===== src/rtl/fetch_unit.sv =====
`default_nettype none
// ============================================================================
//  Module   : fetch_unit
//  Purpose  : Single-outstanding instruction fetch with IF/ID register and
//             PC stall feedback.
//  Revision : 1.0
// ============================================================================
module fetch_unit #(
    parameter int              XLEN      = 32,
    parameter logic [XLEN-1:0] NOP_INSTR = 32'h00000013
) (
    input  logic            clk,
    input  logic            rst,
    input  logic [XLEN-1:0] pc,
    output logic            stall_fetch_stg,
    input  logic            stall_decode_stg,
    input  logic            flush,
    output logic            imem_req_valid,
    input  logic            imem_req_ready,
    output logic [XLEN-1:0] imem_req_addr,
    input  logic            imem_rsp_valid,
    input  logic [XLEN-1:0] imem_rsp_data,
    output logic [XLEN-1:0] instr_d,
    output logic [XLEN-1:0] pc_d,
    output logic [XLEN-1:0] pc_plus4_d,
    output logic            valid_d,
    output logic            misalign_d
);

    localparam logic [XLEN-1:0] c_PC_STEP = XLEN'(4);

    typedef enum logic [1:0] {
        IDLE = 2'd0,
        WAIT = 2'd1,
        HOLD = 2'd2,
        DROP = 2'd3
    } state_t;

    state_t          r_state;
    state_t          w_state_nxt;
    logic [XLEN-1:0] r_tag;
    logic [XLEN-1:0] r_hold_data;
    logic            w_accept;
    logic            w_capture;
    logic            w_load_rsp;
    logic            w_load_hold;

    assign imem_req_addr = {pc[XLEN-1:2], 2'b00};
    assign w_accept      = (r_state == IDLE) && imem_req_ready;

    always_comb begin
        w_state_nxt     = r_state;
        imem_req_valid  = 1'b0;
        stall_fetch_stg = 1'b1;
        w_capture       = 1'b0;
        w_load_rsp      = 1'b0;
        w_load_hold     = 1'b0;
        if (rst) begin
            case (r_state)
                IDLE: begin
                    imem_req_valid = 1'b1;
                    if (imem_req_ready) begin
                        w_state_nxt = flush ? DROP : WAIT;
                    end
                end
                WAIT: begin
                    if (imem_rsp_valid) begin
                        if (flush) begin
                            w_state_nxt = IDLE;
                        end else if (!stall_decode_stg) begin
                            w_load_rsp      = 1'b1;
                            stall_fetch_stg = 1'b0;
                            w_state_nxt     = IDLE;
                        end else begin
                            w_capture   = 1'b1;
                            w_state_nxt = HOLD;
                        end
                    end else if (flush) begin
                        w_state_nxt = DROP;
                    end
                end
                HOLD: begin
                    if (flush) begin
                        w_state_nxt = IDLE;
                    end else if (!stall_decode_stg) begin
                        w_load_hold     = 1'b1;
                        stall_fetch_stg = 1'b0;
                        w_state_nxt     = IDLE;
                    end
                end
                DROP: begin
                    // The stale response retires DROP even if another flush
                    // arrives with it; nothing else is left outstanding.
                    if (imem_rsp_valid) begin
                        w_state_nxt = IDLE;
                    end
                end
                default: w_state_nxt = IDLE;
            endcase
            if (flush) begin
                stall_fetch_stg = 1'b0;
            end
        end
    end

    always_ff @(posedge clk) begin
        if (!rst) begin
            r_state     <= IDLE;
            r_tag       <= '0;
            r_hold_data <= '0;
            valid_d     <= 1'b0;
            instr_d     <= NOP_INSTR;
            pc_d        <= '0;
            pc_plus4_d  <= '0;
            misalign_d  <= 1'b0;
        end else begin
            r_state <= w_state_nxt;
            if (w_accept) begin
                r_tag <= pc;
            end
            if (w_capture) begin
                r_hold_data <= imem_rsp_data;
            end
            if (flush) begin
                valid_d <= 1'b0;
                instr_d <= NOP_INSTR;
            end else if (w_load_rsp || w_load_hold) begin
                instr_d    <= w_load_rsp ? imem_rsp_data : r_hold_data;
                pc_d       <= r_tag;
                pc_plus4_d <= r_tag + c_PC_STEP;
                misalign_d <= (r_tag[1:0] != 2'b00);
                valid_d    <= 1'b1;
            end
        end
    end

endmodule
`default_nettype wire


===== config.mk =====
export PLATFORM = sky130hd
export DESIGN_NAME = fetch_unit
export DESIGN_NICKNAME = d
export VERILOG_FILES = /design/src/rtl/fetch_unit.sv
export SDC_FILE = /design/constraint.sdc
export NUM_CORES = 1
export LEC_CHECK = 0
export ABC_CLOCK_PERIOD_IN_PS = 2120
export CORE_MARGIN = 4
export CORE_UTILIZATION = 43
export CTS_CLUSTER_DIAMETER = 100
export CTS_CLUSTER_SIZE = 25
export DETAILED_ROUTE_END_ITERATION = 12
export HOLD_SLACK_MARGIN = 0.02
export PLACE_DENSITY = 0.85
export SYNTH_ARGS = -nofsm -noshare
export SYNTH_HDL_FRONTEND = slang
export SYNTH_SLANG_ARGS = --single-unit

===== constraint.sdc =====
create_clock -name clk -period 2.12 [get_ports clk]
set_clock_uncertainty 0.05 [all_clocks]
set_input_delay 0.636 -clock clk [delete_from_list [all_inputs] [get_ports clk]]
set_output_delay 0.636 -clock clk [all_outputs]
set_load 0.01 [all_outputs]

==> impl_metrics.yaml <==
clock_network:
  cts_tree: "done"
  cts_inserted_buffers: 17
  cts-htree-levels: 4
  clock_latency_ps: 430
  hold_buffers: 0
  cts_sinks: 162
  clockBufferDepth: 2
  ctsRootBufferMaster: "clkbuf_16"
  clk_pin_slew_ps: 60
setup_path:
  worstReg2RegEnd: "pc_plus4_d[23]"
  max_stage_delay_ps: 390
  crit_path_max_fanout: 3
  cp-start-kind: "flip-flop"
  regToRegSetupSlack_ps: 90
  path_cells: "inv_4, ha_4, a21oi_2, o21a_1, o21ai_1, buf_2"
  crit_type: "flip-flop to output port"
  critPathSlowestCell: "dfxtp_4"
  crit_required_ps: 1430
  critPathCaptureType: "output port"
  regToRegStartpoint: "r_tag[18]"
  r2r_cells: 4
  critPathArrivalTime_ps: 1560
global_routing:
  use_met2_pct: 35.2
  grt_antenna_before_repair: 0
  grt_pass1_wl_um: 32000
  grt_start_max_net_pins: 67
  gr-max-usage-layer: "met2"
  grt_util_met3_pct: 5.25
  grtUsageMet1_pct: 27.8
  overflow: 0
  globalRouteTotalUtil_pct: 21.6
  first_global_vias: 6365
synth:
  syn-instance-count: 855
  synth_area_um2: 6940
  avgSynthCellArea_um2: 8.12
  ys_warn_count: 0
  synth.area.top_cells: "dfxtp_1 (47%), nand2_1 (11%), a21oi_1 (7.6%)"
  synth-seq-cells: 162
  ys_types: 47
  seq_area_frac_synth_pct: 46.7
  synth_top_cell_by_area: "dfxtp_1"
  synth_top_area_share_pct: 46.7
place:
  port_buffers: 199
  dpl_cell_area_um2: 9490
  hpwl_um: 14000
  globalplace.congestion: 0.859
  pre_cts_slack_ps: -658
route:
  vias_per_cell: 5.31
  first_pass_iters: 7
  drc: 0
  final_antenna_net_count: 0
  routedWlPerCell_um: 16.3
  first_iter_violations: 575
  vias: 6925
  routed_wl_um: 21300
worst_hold_path:
  hold_depth: 2
  holdPathEnd: "r_hold_data[30]"
  hold_class: "flip-flop to flip-flop"
  min_from: "r_hold_data[30]"
power:
  p_leak_uw: 0.00372
  irDropWorstVdd_mv: 0.586
  powerDensity_nw_per_um2: 834
sta:
  worst_pin_slew_ps: 710
  setup_ws_ps: -130
  fmax_ghz: 0.445
  relSlewSlack_pct: 52.7
  timing.final.crit_share_pct: 106
  post-route-min-period_ps: 2250
  setup_violations: 1
  drv_slew: 0
  rsz0062_at_grt: "yes"
  timing_hold_violations_final: 0
  setup_tns_ps: -130
final_layout:
  fin_nets: 1153
  final_cell_area_um2: 10300
  layout-drive-gt1-share_pct: 14.8
  area_growth_pct: 47.8
  num_antenna_cells: 0
die:
  dieArea_um2: 18200
  dieWidth_um: 135
  core_um2: 15800
  ios: 202
  die_h_um: 135
  rows: 46
  initial_core_util_pct: 43.8
status:
  violations: "setup timing"
  status: "complete, but fails checks"
flow_run:
  cap_violations: 0
-- what timing repair did --
item,CTS,global route
endpoints found under the setup margin,33,47
pin swaps,1,11
buffers inserted,1,8
gates cloned,0,4
gates resized for setup,50,22
-- where the power goes --
group / switching [µW] / leakage [µW] / internal (µW)
Combinational: 1070 / 0.00214 / 1030
Sequential: 229 / 0.00131 / 3290
Clock: 1310 / 0.000265 / 1630
-- per-layer routing --
metal / share of wire (%) / wire length (µm)
met5: 0 / 0
met4: 3.0 / 643
met3: 6.4 / 1360
met2: 48 / 10300
met1: 42 / 9000
-- how the worst max path moves through the flow --
stage                           startpoint         endpoint  depth (start not counted)
after CTS                       r_state[0]  stall_fetch_stg                          5
after floorplan                      flush   pc_plus4_d[13]                          5
after global routing            r_state[0]  stall_fetch_stg                          6
after detailed placement  stall_decode_stg  stall_fetch_stg                          5
after global placement    stall_decode_stg  stall_fetch_stg                          5
final                           r_state[0]  stall_fetch_stg                          6
-- placed cells by master, fill, tap and decap left out, drive strengths merged, types with 21 or more instances in the layout --
cell type        n
a211oi          39
dfxtp          162
clkbuf          21
clkdlybuf4s50  163
a21oi          106
mux2i           32
o21ai           25
dlygate4sd2     28
nor2            45
buf             97
nand2          207
-- worst max-delay path, delay by kind of cell (launching register included) --
family                     cells  cell delay, ps
adders and majority gates      1             160
buffers and inverters          2             220
AOI/OAI and AO/OA              3             380
DFF                            1             390
-- cell type report --
class,instances,area (µm²)
fillers,1228,5570
flip-flops and latches,162,3260
multi-input cells,586,3240
repair buffers,298,2880
clock buffers,18,429
well taps,216,270
clock inverters,14,134
inverters,11,48.8
-- synth_stat cells (all sizes together) --
cell type  count
xor2           7
nor3          14
nor2          45
nor4bb         1
mux2           1
inv           11
xnor2          4
nor4b          1
nand2        207
a211oi        39
nor3b          1
a21oi        106
nor4           5
and4           5
and3           1
nand2b         4
o21a           2
buf           50
a31oi         12
o31ai          8
o21ai         25
clkbuf        48
or3            3
ha             7
nand3         19
nand3b         1
conb           1
o311a          1
mux2i         32
nand4          7
or4           11
a21o           1
a2111oi        2
or2            2
and2           2
o211ai         3
a2bb2oi        1
a311oi         1
o22ai          1
dfxtp        162
nor2b          1
-- through the flow --
stage          hold WS, ps  cells  power [µW]  util [%]
6_report               403   1305        8560      64.8
5_1_grt                417   1305        8930      64.8
4_1_cts                407   1293        8420      63.4
3_5_place_dp           399   1260        5480      59.9
3_3_place_gp           391   1260        5430      59.9
2_1_floorplan          383    856        4500         -
-- state kept, by name, indices dropped and copies added, names as in the netlist --
name         count
instr_d         32
pc_d            32
r_hold_data     32
r_tag           32
pc_plus4_d      30
r_state          2
misalign_d       1
valid_d          1
-- cell families after synthesis --
family / after synthesis / synth area share, %
AOI/OAI and AO/OA: 202 / 17.0
xor gates and xnor gates: 11 / 1.39
adders and majority gates: 7 / 1.26
buffers and inverters: 109 / 7.99
DFF: 162 / 46.7
muxes: 33 / 4.78
other: 1 / 0.0540
and+or+nand+nor: 330 / 20.8
(Power assumes the default switching activity.)
